`src/rtl/mux_pkg.sv`:
```
// Shared definitions for the 16-input x 128-bit mux and its round-robin select arbiter.
package mux_pkg;
  localparam int N_PORTS = 16;
  localparam int SEL_W   = 4;
  localparam int DATA_W  = 128;

  typedef logic [SEL_W-1:0] sel_t;

  typedef enum logic {
    IDLE  = 1'b0,
    GRANT = 1'b1
  } arb_state_e;
endpackage

```
`src/rtl/rr_pick_16.sv`:
```
// Combinational round-robin picker: first set request scanning upward from ptr+1,
// wrapping mod 16, so ptr itself is the lowest-priority position.
module rr_pick_16
  import mux_pkg::*;
(
  input  logic [N_PORTS-1:0] i_req,
  input  logic [SEL_W-1:0]   i_ptr,
  output logic               o_found,
  output logic [SEL_W-1:0]   o_idx
);
  sel_t               w_start;
  logic [N_PORTS-1:0] w_rot;
  sel_t               w_ffs;

  assign w_start = i_ptr + 1'b1;
  // Rotate so position ptr+1 lands at bit 0; a zero start shifts the left half out entirely.
  assign w_rot   = (i_req >> w_start) | (i_req << (5'd16 - {1'b0, w_start}));

  always_comb begin
    w_ffs = '0;
    for (int i = N_PORTS - 1; i >= 0; i--) begin
      if (w_rot[i]) w_ffs = sel_t'(i);
    end
  end

  assign o_found = |i_req;
  assign o_idx   = w_start + w_ffs;
endmodule

```
`src/rtl/rr_arb_16.sv`:
```
// Round-robin arbiter driving the 16:1 mux select behind a valid/ready handshake.
// Defining RR_ARB_16_LOCK_EN adds the lock port: a locked, still-requesting winner keeps the grant.
//   state | meaning
//   IDLE  | no beat presented, out_valid low
//   GRANT | beat valid at select; select frozen until out_ready
module rr_arb_16
  import mux_pkg::*;
(
  input  logic               clk,
  input  logic               rst_n,
  input  logic [N_PORTS-1:0] req,
`ifdef RR_ARB_16_LOCK_EN
  input  logic [N_PORTS-1:0] lock,
`endif
  output logic [SEL_W-1:0]   select,
  output logic               out_valid,
  input  logic               out_ready,
  output logic [N_PORTS-1:0] ack
);
  arb_state_e         r_state, w_state_nxt;
  sel_t               r_ptr, w_ptr_nxt;
  sel_t               r_select, w_select_nxt;
  logic               w_xfer;
  logic               w_hold_lock;
  logic               w_found;
  logic [N_PORTS-1:0] w_cand;
  sel_t               w_pick_ptr;
  sel_t               w_pick_idx;

  assign w_xfer = (r_state == GRANT) && out_ready;

`ifdef RR_ARB_16_LOCK_EN
  assign w_hold_lock = lock[r_select] & req[r_select];
`else
  assign w_hold_lock = 1'b0;
`endif

  // On a transfer the served requester sits out one pick and becomes the new pointer.
  assign w_cand     = (r_state == GRANT) ? (req & ~(N_PORTS'(1) << r_select)) : req;
  assign w_pick_ptr = (r_state == GRANT) ? r_select : r_ptr;

  rr_pick_16 u_pick (
    .i_req   (w_cand),
    .i_ptr   (w_pick_ptr),
    .o_found (w_found),
    .o_idx   (w_pick_idx)
  );

  always_ff @(posedge clk or negedge rst_n) begin
    if (!rst_n) begin
      r_state  <= IDLE;
      r_ptr    <= '1;
      r_select <= '0;
    end else begin
      r_state  <= w_state_nxt;
      r_ptr    <= w_ptr_nxt;
      r_select <= w_select_nxt;
    end
  end

  always_comb begin
    w_state_nxt  = r_state;
    w_ptr_nxt    = r_ptr;
    w_select_nxt = r_select;
    case (r_state)
      IDLE: begin
        if (w_found) begin
          w_state_nxt  = GRANT;
          w_select_nxt = w_pick_idx;
        end
      end
      GRANT: begin
        if (out_ready && !w_hold_lock) begin
          w_ptr_nxt = r_select;
          if (w_found) w_select_nxt = w_pick_idx;
          else         w_state_nxt  = IDLE;
        end
      end
      default: w_state_nxt = IDLE;
    endcase
  end

  always_comb begin
    out_valid = (r_state == GRANT);
    ack       = '0;
    if (w_xfer) ack[r_select] = 1'b1;
  end

  assign select = r_select;
endmodule
```
`config.mk`:
```
export PLATFORM = sky130hd
export DESIGN_NAME = rr_arb_16
export DESIGN_NICKNAME = d
export VERILOG_FILES = /design/src/rtl/mux_pkg.sv /design/src/rtl/rr_pick_16.sv /design/src/rtl/rr_arb_16.sv
export SDC_FILE = /design/constraint.sdc
export NUM_CORES = 1
export LEC_CHECK = 0
export CAP_MARGIN = 20
export CORE_AREA = 3 3 68 76
export CTS_CLUSTER_DIAMETER = 100
export DETAILED_ROUTE_END_ITERATION = 7
export DIE_AREA = 0 0 71 79
export PLACE_DENSITY_LB_ADDON = 0.05
export SYNTH_ARGS = -nofsm -noshare
export SYNTH_HDL_FRONTEND = slang
export SYNTH_SLANG_ARGS = --single-unit
```
`constraint.sdc`:
```
create_clock -name clk -period 9.9 [get_ports clk]
set_clock_uncertainty 0.05 [all_clocks]
set_input_delay 2.97 -clock clk [delete_from_list [all_inputs] [get_ports clk]]
set_output_delay 2.97 -clock clk [all_outputs]
set_load 0.03 [all_outputs]
```
==> results of run 1 <==
cell families after synthesis:
kind of cell | Yosys count | share of synthesized area
buffers and inverters | 33 | 0.07064
XOR/XNOR | 6 | 0.02493
flip-flops | 9 | 0.08495
adder cells (fa/ha/maj) | 6 | 0.03047
multiplexers | 52 | 0.2576
AND/OR/NAND/NOR | 119 | 0.2170
AO/OA/AOI/OAI | 124 | 0.3144
layout make-up:
| class | count | area (sq um) | share of cell area |
|---|---|---|---|
| Clock buffer | 4 | 45.04 | 0.01460 |
| Timing Repair Buffer | 43 | 420.4 | 0.1363 |
| Multi-Input combinational cell | 307 | 2288 | 0.7417 |
| Sequential cell | 9 | 230.2 | 0.07461 |
| Tap cell | 54 | 67.56 | 0.02190 |
| Inverter | 9 | 33.78 | 0.01095 |
registers in the layout, summed over array words and instances, names as in the netlist:
signal / flops
r_ptr: 4
select: 4
out_valid: 1
layer usage:
layer | wire [microns] | GRT usage
met2 | 4409 | 0.5640
met4 | 207 | 0.08459
met5 | 0 | 0
met3 | 575 | 0.04304
met1 | 3851 | 0.4344
cells in the final DEF (no fill, tap or decap), drive strengths merged, types with 3 or more instances in the layout:
| master | synthesis | final |
|---|---|---|
| and3 | 7 | 7 |
| mux4 | 12 | 12 |
| nand4 | 6 | 6 |
| mux2 | 10 | 10 |
| nor4 | 4 | 4 |
| nor2 | 42 | 42 |
| xnor2 | 6 | 6 |
| a211oi | 6 | 6 |
| clkbuf | 2 | 4 |
| o2111ai | 4 | 4 |
| inv | 8 | 8 |
| o22ai | 6 | 6 |
| o31ai | 3 | 3 |
| clkdlybuf4s50 | 0 | 39 |
| buf | 22 | 4 |
| o32ai | 3 | 3 |
| o2bb2ai | 3 | 3 |
| o21a | 14 | 14 |
| dfstp | 4 | 4 |
| nand2b | 5 | 5 |
| dfrtp | 5 | 5 |
| nand3 | 13 | 13 |
| o211ai | 6 | 6 |
| nand2 | 23 | 23 |
| a21oi | 20 | 20 |
| mux2i | 30 | 30 |
| a2111oi | 3 | 3 |
| a31oi | 4 | 4 |
| ha | 5 | 5 |
| o21ai | 33 | 33 |
| nor3 | 11 | 11 |
worst max-delay path: cells and delay by family:
family / cells / cell delay (ps)
simple gates: 3 / 430
buf+inv: 3 / 1350
through the flow:
step	setup slack (ps)	utilization	area, sq um	instances	hold slack (ps)
after floorplan	3181	-	2710	349	436.8
after global placement	2192	0.6943	3040	422	459.6
after detailed placement	2147	0.6943	3040	422	484.6
after CTS	2140	0.7046	3085	426	542.9
after global routing	2005	0.7046	3085	426	565.9
final	2137	0.7046	3085	426	536.3
path summary, 6_finish.rpt:
kind                              to  slack, ps
max reg2reg                select[3]       3740
min reg2reg                 r_ptr[1]        540
min in group asynchronous  select[0]       2970
max                           ack[6]       2140
min                         r_ptr[1]        540
max in group asynchronous   r_ptr[0]       6520
==> results summary, run 1 <==
The area of the die is 5609 sq um. The achievable clock frequency came out at 128.8 MHz. The synthesized design contains 0 enable-type register cells. The number of nets produced by synthesis came out at 374. sky130_fd_sc_hd__mux2i_1 takes more of the synthesized area than any other cell.

The startpoint of the tightest hold check path is r_ptr[1]. In this run the worst path has a maximum fanout of 6. The largest net degree at the start of global routing came out at 33. The post-synthesis async set-or-reset flop share came out at 1.000.

The violation count after the first detailed-route iteration is 308. TritonCTS created 3 clock buffers. Once detail routing completed, the nets flagged for antenna violations numbered 0. The transition time at the pin with the least slew margin came out at 877.5 ps.

Setup repair after global routing left no endpoint under its margin. The number of sinks on the clock net is 9. Of the available clock period, the critical path in the final layout requires 0.7841.

The initial core utilization is 0.6189. A synthesized cell averages 7.765 sq um. The worst setup path is launched from a primary input.

The primary flip-flop cell chosen by synthesis mapping is sky130_fd_sc_hd__dfrtp_1. The count of filler cells inserted in the layout came out at 410. Measured along the x axis, the die boundary spans 71 microns. The final setup violation count is 0. In this run the clock root is driven by a sky130_fd_sc_hd__clkbuf_8. In this run the tightest slew margin relative to its limit is 0.4150. The die outline height is 79 microns. The total via count in the routed design came out at 3,119. The clock passes through at most 2 buffers. The number of remaining DRC errors came out at 0.

The flop and latch count out of synthesis came out at 9. The post-synthesis instance area came out at 2710 sq um. The critical path is of the primary input to primary output type. During synthesis, Yosys emitted a total of 0 warnings. The post-cts sizing count came out at 0.

The final hold violation count is 0. Yosys attributes the largest share of cell area to sky130_fd_sc_hd__mux2i_1, sky130_fd_sc_hd__mux4_2, sky130_fd_sc_hd__nor2_1. After the last flow step, the layout net total stands at 398. The share of cells above drive strength 1 came out at 0.1237. The worst setup path is captured at a primary output.

Adding up every negative setup slack in the final design gives 0 ps. The largest incremental delay on the critical path is 690 ps. The kind of path behind the tightest hold check is flip-flop to flip-flop. The cell depth of the worst flop-to-flop path is 16.

The number of hold-repair buffers added at the cts stage came out at 0. The number of levels the H-tree was split into is 1. The time the final worst path needs with I/O delays and setup came out at 7763 ps.

The post-synthesis cell type count came out at 64. Post-CTS timing repair inserted 0 buffers for setup. By instance count, the leading cell after synthesis is sky130_fd_sc_hd__nor2_1. The number of iterations in the first detailed-routing pass is 5. The number of antenna diodes is 0. The run finished with clean final reports. TritonCTS built the clock tree. The signal on the critical path passes through clkdlybuf4s50_1, inv_1, nor2_1, nand3_1, nor2_1, clkdlybuf4s50_1.

The number of antenna violations at the first check in global routing came to 0. The cell row count is 25. The first global-routing pass estimated 14,950 microns of wire.

For this run the aggregate overflow at the end of global routing stands at 0. Ranked by instance count, the synthesized netlist is headed by sky130_fd_sc_hd__nor2_1, sky130_fd_sc_hd__mux2i_1, sky130_fd_sc_hd__o21ai_0. The core outline area is 4379 sq um.

At the worst endpoint, the arrival time is 4740 ps. The detailed placement HPWL came out at 6954 microns. The number of global-route vias before repair is 2,906. The sequential element share of the synthesized area is 0.08495. The routed wire length came out at 9044 microns. The slowest library cell on the worst path is sky130_fd_sc_hd__clkdlybuf4s50_1. The post-synthesis cell count is 349. The count of buffers inserted at the top-level ports came out at 39.

The number of top-level pins came out at 40. For the worst setup path, the data required time is 6880 ps. The final weighted congestion in routability-driven placement came out at 0.9748. The detailed-route wire length per cell is 21.23 microns.

Across the run, the number of max-cap violations was 0. The clock input transition at the sequential cells of the worst setup and hold paths came out at 40 ps. The number of cells traversed by the worst hold path came out at 2. The fraction of post-synthesis cell area in the top cell type by area is 0.1071. The total routing usage reported by global routing came out at 0.3287.

In the routed layout, each cell is associated on average with a via count of 7.322. The beginning of the critical path is out_ready. At the later pin of the worst-skew pair, clock insertion delay measures 230 ps.

The synthesis-to-layout area growth came out at 13.85%. The number of pins exceeding their max-slew limit in the final report came out at 0. In this run the critical register-to-register path is launched from out_valid.
Power of run 1 is not shown: default switching activity piles up to over one toggle a cycle in this logic, so the estimate is an artifact.
==> run 2: changes to the inputs <==
Settings changed: CORE_AREA 3 3 68 76 to 3 3 74 83, DIE_AREA 0 0 71 79 to 0 0 77 86.
Clock period 9.9 ns to 6.35 ns, I/O delays scaled along.
==> results summary, run 2 (same netlist as run 1, synthesis figures left out) <==
The violation count after the first detailed-route iteration came out at 325 (+5.5%). The detailed placement HPWL came out at 7088 microns (+1.9%). The largest incremental delay on the critical path was 680 ps (about the same). The initial core utilization came to 0.5056 (-0.1133). The number of hold-repair buffers added at the cts stage came to 0 (unchanged). The clock latency reported for the late side of the worst-skew pair came to 240 ps (about the same). The flow ran to the end, and the final reports show no timing, DRC or antenna violations. The die outline height is 86 microns (+8.9%).

For this design, the slowest cell found on the critical path is sky130_fd_sc_hd__clkdlybuf4s50_1. From synthesis to final layout, the design area changed by 16.25%. In this run the worst setup path terminates at ack[6]. The number of levels the H-tree was split into came out at 1 (unchanged).

The number of antenna diodes is 0 (unchanged). The largest fanout of any net on the critical path is 6 (unchanged). The number of sinks on the clock net is 9 (unchanged).

Setup repair after global routing left no endpoint under its margin. The number of remaining DRC errors is 0 (unchanged). The final hold violation count came out at 0 (unchanged).

The count of buffers inserted at the top-level ports is 39 (unchanged). The post-CTS setup-driven buffer insertion count came to 0 (unchanged). The startpoint-to-endpoint class of the critical path is primary input to primary output. The worst hold slack after final layout came out at 487.9 ps (-48.42 ps). The global-route wire length before repair came to 15,040 microns (+0.60%).

The critical path data required time is 4390 ps (-2490 ps). The number of top-level pins came out at 40 (unchanged). The final non-filler cell total came to 452 (+6.1%).

TritonCTS built the clock tree. The minimum setup slack among reg-to-reg paths was 1390 ps (-2350 ps). The routed wire length is 9166 microns (+1.3%). The transition time at the pin with the least slew margin came out at 826.8 ps (-50.77 ps). The maximum count of clock buffers along a single path is 2 (unchanged). Leaving out fill and tap cells, the most frequent cells in the layout are sky130_fd_sc_hd__nor2_1, sky130_fd_sc_hd__clkdlybuf4s50_1, sky130_fd_sc_hd__mux2i_1. The number of global-route vias before repair is 2,955 (+1.7%). The time the final worst path needs with I/O delays and setup is 5641 ps. The number of iterations in the first detailed-routing pass is 5 (unchanged).

The core outline area is 5360 sq um (+22%). The die boundary width came to 77 microns (+8.5%). The achievable clock frequency is 177.3 MHz. In this run the worst hold path is classified as flip-flop to flip-flop.

The worst setup path is captured at a primary output. The final critical-path share of the clock period came out at 0.8883. The post-cts sizing count came out at 0 (unchanged). The final setup violation count is 0 (unchanged). The instance area at placement is 3097 sq um (+1.9%). The vias per cell is 6.874 (-6.1%). The CTS buffer count is 3 (unchanged).

The number of nets in the final layout came out at 403 (+1.3%). The number of antenna violations at the first check in global routing came out at 0 (unchanged). The worst register-to-register path begins at select[1]. The final weighted congestion in routability-driven placement came out at 0.9412 (-3.4%). The total routing usage reported by global routing is 0.2791 (-0.04961).

The sum of overflow across all layers after global routing was 0 (unchanged). Clock tree synthesis selected as its root buffer the cell sky130_fd_sc_hd__clkbuf_8. The clock input transition at the sequential cells of the worst setup and hold paths is 40 ps (about the same). The number of max-cap violations came to 0 (unchanged). The detailed-route wire length per cell came out at 20.28 microns (-4.5%). The worst setup path is launched from a primary input. The largest net degree at the start of global routing came out at 32 (-3.0%). Walking the worst path, the cells encountered are clkdlybuf4s50_1, inv_1, nor2_1, nand3_1, nor2_1, clkdlybuf4s50_1.

The number of nets with antenna violations after routing was 0 (unchanged). The beginning of the critical path is out_ready. The arrival time of the worst setup path came out at 3690 ps (-1050 ps).

The cell depth of the worst flop-to-flop path came to 17 (+1). The cell row count is 28 (+12%). The number of buffers and inverters on the critical path is 3 (unchanged). The library cell used most frequently in the layout, excluding fill and tap cells, is sky130_fd_sc_hd__nor2_1.

The number of pins exceeding their max-slew limit in the final report is 0 (unchanged). The share of cells above drive strength 1 came out at 0.1379 (+0.01428). The cell total after placement is 447 (+5.9%). The total via count in the routed design is 3,107 (-0.38%).

The critical path depth in cells was 6 (unchanged). The summed area of non-filler cells in the final layout is 3151 sq um (+2.1%). The area of the die came out at 6622 sq um (+18%).

The remaining max-slew budget at the tightest pin was 0.4461 (+0.03113). The worst register-to-register path ends at select[3]. The total negative slack came out at 0 ps (unchanged). The kind of cell with the highest combined delay on the critical path is buffers and inverters.
-- run 2: cell types whose count changed in the layout (fill, tap and decap cells not counted), sizes merged --
cell    before  now
buf          4    9
clkbuf       4    3
clkinv       1    2
-- run 2: worst min-delay path: cells and delay by family, from the launching register on --
kind | cells | cell delay (ps)
DFF | 1 | 390
AOI/OAI and AO/OA | 1 | 70
and+or+nand+nor | 1 | 60
-- run 2: worst min-delay path by stage --
stage | start | to | cells past startpoint
5_1_grt | r_ptr[1] | r_ptr[1] | 2
2_1_floorplan | r_ptr[1] | r_ptr[1] | 2
3_3_place_gp | r_ptr[1] | r_ptr[1] | 2
3_5_place_dp | r_ptr[1] | r_ptr[1] | 2
6_report | r_ptr[1] | r_ptr[1] | 2
4_1_cts | r_ptr[1] | r_ptr[1] | 2
-- run 2: final cells by class --
cell class	count	area [sq um]
Clock buffer	3	41.29
Clock inverter	1	5.005
Fill cell	522	2210
Inverter	9	33.78
Multi-Input combinational cell	307	2288
Sequential cell	9	230.2
Tap cell	75	93.84
Timing Repair Buffer	48	457.9
-- run 2: per-stage QoR --
step                      setup slack (ps)  utilization
after floorplan                       1521            -
after global placement               655.4       0.5777
after detailed placement             593.3       0.5777
after CTS                            700.5       0.5864
after global routing                 499.7       0.5878
final                                709.2       0.5878
-- run 2: per-layer routing --
layer / up-vias / track usage / wire (microns)
met4: 0 / 0.1294 / 325
met2: 183 / 0.4437 / 4242
li1: 1420 / - / -
met3: 35 / 0.04727 / 672
met5: - / 0 / 0
met1: 1469 / 0.3705 / 3926
Power of run 2 is left out for the same reason.
==> RTL change 1: new RTL, settings of run 2 <==
Reset style: synchronous (`rst_n`), changed in one clocked block.
--- a/src/rtl/rr_arb_16.sv
+++ b/src/rtl/rr_arb_16.sv
@@ -46,7 +46,7 @@
     .o_idx   (w_pick_idx)
   );
 
-  always_ff @(posedge clk or negedge rst_n) begin
+  always_ff @(posedge clk) begin
     if (!rst_n) begin
       r_state  <= IDLE;
       r_ptr    <= '1;
Function: differs if rst_n is asserted again (counterexample within 4 cycles, from zero or initial values and one cycle with rst_n low); with rst_n held inactive, the same outputs for 10 cycles.
==> RTL change 1 against run 2 <==
Synthesized cell count is 2.9% higher; global-route usage grew 0.15 points; cell count grew 1.1%; setup slack worse by 0.096 ns; wire length rose by 1.9%; area after synthesis shrank 6.5%; sequential share of layout area decreased by 1.3 points; fmax decreased by 1.7%; final area decreased by 5.5%; critical path depth grew 8; sequential cell count unchanged; count of clock-buffer cells in the layout increased by 1; critical endpoint is now select[3].
==> RTL change 1: results (changes against run 2) <==
<table>
<tr><th>Metric</th><th>Value</th></tr>
<tr><th colspan="2">Status</th></tr>
<tr><td>Run status</td><td>finished, final reports clean (unchanged)</td></tr>
<tr><th colspan="2">Worst setup path</th></tr>
<tr><td>Critical Path Max Stage Delay</td><td>0.57 ns (was 0.68 ns)</td></tr>
<tr><td>Endpoint of the worst register-to-register path</td><td>select[3] (unchanged)</td></tr>
<tr><td>Setup slack, reg-to-reg</td><td>1.03 ns (was 1.39 ns)</td></tr>
<tr><td>Critical Path Fanout Max</td><td>5 (was 6)</td></tr>
<tr><td>Arrival @ worst endpoint</td><td>5.84 ns (was 3.69 ns)</td></tr>
<tr><th colspan="2">Global routing</th></tr>
<tr><td>Global-route wire length before repair</td><td>15120 um (was 15040 um)</td></tr>
<tr><td>Number of global-route vias before repair</td><td>2901 (was 2955)</td></tr>
<tr><td>GR Layer Usage met3</td><td>3.466% (was 4.727%)</td></tr>
<tr><th colspan="2">Synthesis</th></tr>
<tr><td>Share of the yosys chip area belonging to registers</td><td>7.108% (was 8.495%)</td></tr>
<tr><td>Net count of the mapped netlist</td><td>384 (was 374)</td></tr>
<tr><td>Post-synthesis cell type count</td><td>69 (was 64)</td></tr>
<tr><th colspan="2">Routing</th></tr>
<tr><td>Via total after detailed routing</td><td>3078 (was 3107)</td></tr>
<tr><td>Routed wirelength normalized by instance count</td><td>20.44 um (was 20.28 um)</td></tr>
<tr><th colspan="2">Place</th></tr>
<tr><td>Detailed placer's ending HPWL</td><td>7333 um (was 7088 um)</td></tr>
<tr><td>Weighted congestion at the end of routability-driven global placement</td><td>0.9426 (was 0.9412)</td></tr>
<tr><th colspan="2">STA</th></tr>
<tr><td>Hold WS</td><td>0.4675 ns (was 0.4879 ns)</td></tr>
<tr><td>Worst Tran Pin Value</td><td>0.8869 ns (was 0.8268 ns)</td></tr>
<tr><th colspan="2">Min path</th></tr>
<tr><td>Source of the worst hold timing path</td><td>r_ptr[1] (unchanged)</td></tr>
<tr><th colspan="2">Cells and area</th></tr>
<tr><td>Share of layout cells above drive strength 1</td><td>8.377% (was 13.79%)</td></tr>
</table>
## RTL change 1: cell types whose count changed in the layout (fill, tap and decap cells not counted), sizes merged, moves of 4 or more
cell and change:
nand3 +6, o22ai -4, mux2 -8, o2111ai +5, nor4 -4, dfrtp -5, and3 -6, mux4 -8
o211ai +16, mux2i +5, o21a -11, dfstp -4, dfxtp +9, nand2 +12
## RTL change 1: layout make-up
class | instances | area (um2) | share of cell area, %
multi-input combinational | 315 | 2178 | 73.18
timing repair buffer | 47 | 450.4 | 15.13
sequential | 9 | 180.2 | 6.053
tap | 75 | 93.84 | 3.153
clock buffer | 4 | 45.04 | 1.513
inverter | 7 | 28.78 | 0.9668
## RTL change 1: worst max-delay path by stage
stage / from / endpoint / slack (ns) / depth (start not counted)
floorplan: out_valid / select[3] / 1.32 / 22
global placement: req[9] / select[3] / 0.53 / 14
detailed placement: req[9] / select[3] / 0.38 / 14
CTS: req[9] / select[3] / 0.62 / 14
global route: req[9] / select[3] / 0.22 / 14
finish: req[9] / select[3] / 0.61 / 14
## RTL change 1: layer usage
| layer | up-vias | routed length [um] |
|---|---|---|
| met3 | 42 | 663 |
| met4 | 0 | 466 |
| li1 | 1438 | - |
| met5 | - | 0 |
| met1 | 1422 | 3975 |
| met2 | 176 | 4236 |
## RTL change 1: through the flow
step | setup slack [ns] | std cells | area (um2)
after floorplan | 1.315 | 359 | 2535
after global routing | 0.2221 | 457 | 2977
after detailed placement | 0.3778 | 453 | 2932
final | 0.6137 | 457 | 2977
after global placement | 0.5280 | 453 | 2932
after CTS | 0.6162 | 457 | 2977
## RTL change 1: cell families after synthesis
family,share of synthesized area (%)
XOR/XNOR,2.765
AND/OR/NAND/NOR,24.19
buffers and inverters,6.959
AO/OA/AOI/OAI,36.67
adder cells (fa/ha/maj),3.258
flip-flops,7.107
multiplexers,19.05
## RTL change 1: report_power, final
part	leakage (nW)	switching (W)	internal [W]	total, W
Sequential	0.0749	0.0000361	0.0000702	0.000106
Clock	0.0228	0.0000250	0.0000440	0.0000689
Combinational	0.979	0.000685	0.000428	0.00111
## RTL change 1: tightest hold or removal path: stages, from the launching register on
cell                       delay [ns]
sky130_fd_sc_hd__dfxtp_1         0.32
sky130_fd_sc_hd__nand2_1         0.06
sky130_fd_sc_hd__o211ai_1        0.08
==> RTL change 2: new RTL, settings of run 2 <==
Without the edit above. `N_PORTS`: 16 -> 17.
--- a/src/rtl/mux_pkg.sv
+++ b/src/rtl/mux_pkg.sv
@@ -1,6 +1,6 @@
 // Shared definitions for the 16-input x 128-bit mux and its round-robin select arbiter.
 package mux_pkg;
-  localparam int N_PORTS = 16;
+  localparam int N_PORTS = 17;
   localparam int SEL_W   = 4;
   localparam int DATA_W  = 128;
 
Ports: changed (resized ack and req); port bits go from 40 to 42. No check against the original RTL was run, so the function may have changed too.
==> RTL change 2 against run 2 <==
Setup slack worse by 0.060 ns; final area grew 9.9%; wire length up 14%; sequential cell count unchanged; die area unchanged; area after synthesis increased by 13%; largest cell class unchanged.
Power is left out: the tool's default activity adds up to more than one toggle a clock period on the data nets, which glitch-free logic cannot reach.
==> RTL change 2: results (changes against run 2) <==
<table>
<tr><th>Metric</th><th>Value</th></tr>
<tr><th colspan="2">Status</th></tr>
<tr><td>Run status</td><td>finished, final reports clean (unchanged)</td></tr>
<tr><th colspan="2">Worst setup path</th></tr>
<tr><td>Beginning of the worst register-to-register path</td><td>out_valid (was select[1])</td></tr>
<tr><td>Setup slack, reg-to-reg</td><td>0.66 ns (was 1.39 ns)</td></tr>
<tr><td>Critical Path Max Stage Delay</td><td>0.54 ns (was 0.68 ns)</td></tr>
<tr><td>Worst path top cell family by delay</td><td>compound AO/OA/AOI/OAI gates (was buffers and inverters)</td></tr>
<tr><th colspan="2">Place</th></tr>
<tr><td>Weighted congestion at the end of routability-driven global placement</td><td>0.9734 (was 0.9412)</td></tr>
<tr><td>Detailed placer's ending HPWL</td><td>7986 um (was 7088 um)</td></tr>
<tr><td>Placement Cell Area</td><td>3416 um2 (was 3097 um2)</td></tr>
<tr><th colspan="2">Cells and area</th></tr>
<tr><td>Final net count</td><td>429 (was 403)</td></tr>
<tr><td>Filler Cells Inserted</td><td>493 (was 522)</td></tr>
<tr><th colspan="2">Routing</th></tr>
<tr><td>Per-cell via count in the routed design</td><td>7.057 (was 6.874)</td></tr>
<tr><td>Routed wirelength normalized by instance count</td><td>21.86 um (was 20.28 um)</td></tr>
<tr><th colspan="2">Synthesis</th></tr>
<tr><td>Post-synthesis cell type count</td><td>79 (was 64)</td></tr>
<tr><td>Top area cells in the synthesized netlist</td><td>sky130_fd_sc_hd__mux4_2, sky130_fd_sc_hd__mux2i_1, sky130_fd_sc_hd__a21oi_1, sky130_fd_sc_hd__o21ai_0, sky130_fd_sc_hd__o211ai_1 (was sky130_fd_sc_hd__mux2i_1, sky130_fd_sc_hd__mux4_2, sky130_fd_sc_hd__nor2_1, sky130_fd_sc_hd__o21ai_0, sky130_fd_sc_hd__dfrtp_1)</td></tr>
<tr><td>Most instantiated cells after synthesis</td><td>sky130_fd_sc_hd__nor2_1, sky130_fd_sc_hd__a21oi_1, sky130_fd_sc_hd__o21ai_0, sky130_fd_sc_hd__mux2i_1, sky130_fd_sc_hd__nand2_1 (was sky130_fd_sc_hd__nor2_1, sky130_fd_sc_hd__mux2i_1, sky130_fd_sc_hd__o21ai_0, sky130_fd_sc_hd__nand2_1, sky130_fd_sc_hd__a21oi_1)</td></tr>
<tr><th colspan="2">Global routing</th></tr>
<tr><td>Global-route wire length before repair</td><td>16750 um (was 15040 um)</td></tr>
<tr><td>Number of global-route vias before repair</td><td>3173 (was 2955)</td></tr>
<tr><td>Pin count of the biggest net entering global routing</td><td>39 (was 32)</td></tr>
<tr><th colspan="2">STA</th></tr>
<tr><td>Worst Tran Pin Value</td><td>0.8754 ns (was 0.8268 ns)</td></tr>
<tr><td>Highest achievable clock rate</td><td>0.1754 GHz (was 0.1773 GHz)</td></tr>
</table>
## RTL change 2: cells by family after synthesis
logic type	count (synthesis)	synth area share [%]
compound gates	142	32.58
xor+xnor	6	2.944
fa+ha+maj	6	2.698
buf+inv	43	7.686
flops	9	7.522
mux	53	25.35
other cells	1	0.1225
simple gates	122	21.10
## RTL change 2: worst max-delay path by stage
stage / end / slack [ns]
floorplan: select[2] / 1.18
global placement: select[2] / 0.60
detailed placement: select[2] / 0.50
CTS: ack[0] / 0.69
global route: select[3] / 0.34
finish: select[2] / 0.65
## RTL change 2: routing by layer
| metal | wire, um | vias up | GRT usage (%) |
|---|---|---|---|
| met5 | 0 | - | 0 |
| li1 | - | 1520 | - |
| met3 | 1009 | 27 | 5.252 |
| met1 | 4392 | 1589 | 43.31 |
| met2 | 4709 | 230 | 50.95 |
| met4 | 316 | 0 | 9.223 |
## RTL change 2: worst register-to-register path: cells and delay by family, from the launching register on
family                   cells  cell delay (ns)
AO/OA/AOI/OAI                7             2.13
XOR/XNOR                     3             0.99
adder cells (fa/ha/maj)      2             0.58
buffers and inverters        3             0.81
flip-flops                   1             0.49
multiplexers                 2             0.51
## RTL change 2: layout make-up
| cell class | instances | area (um2) | share of cell area (%) |
|---|---|---|---|
| sequential | 9 | 230.2 | 6.650 |
| clock buffer | 3 | 41.29 | 1.193 |
| tap | 75 | 93.84 | 2.711 |
| multi-input combinational | 330 | 2595 | 74.95 |
| clock inverter | 1 | 5.005 | 0.1446 |
| timing repair buffer | 46 | 445.4 | 12.87 |
| inverter | 13 | 51.30 | 1.482 |
## RTL change 2: stage by stage
step | hold WS (ns) | utilization (%) | cells
after global placement | 0.4586 | 63.73 | 473
after detailed placement | 0.4817 | 63.73 | 473
after CTS | 0.4895 | 64.59 | 477
after floorplan | 0.4268 | - | 382
after global routing | 0.5118 | 64.59 | 477
final | 0.4848 | 64.59 | 477
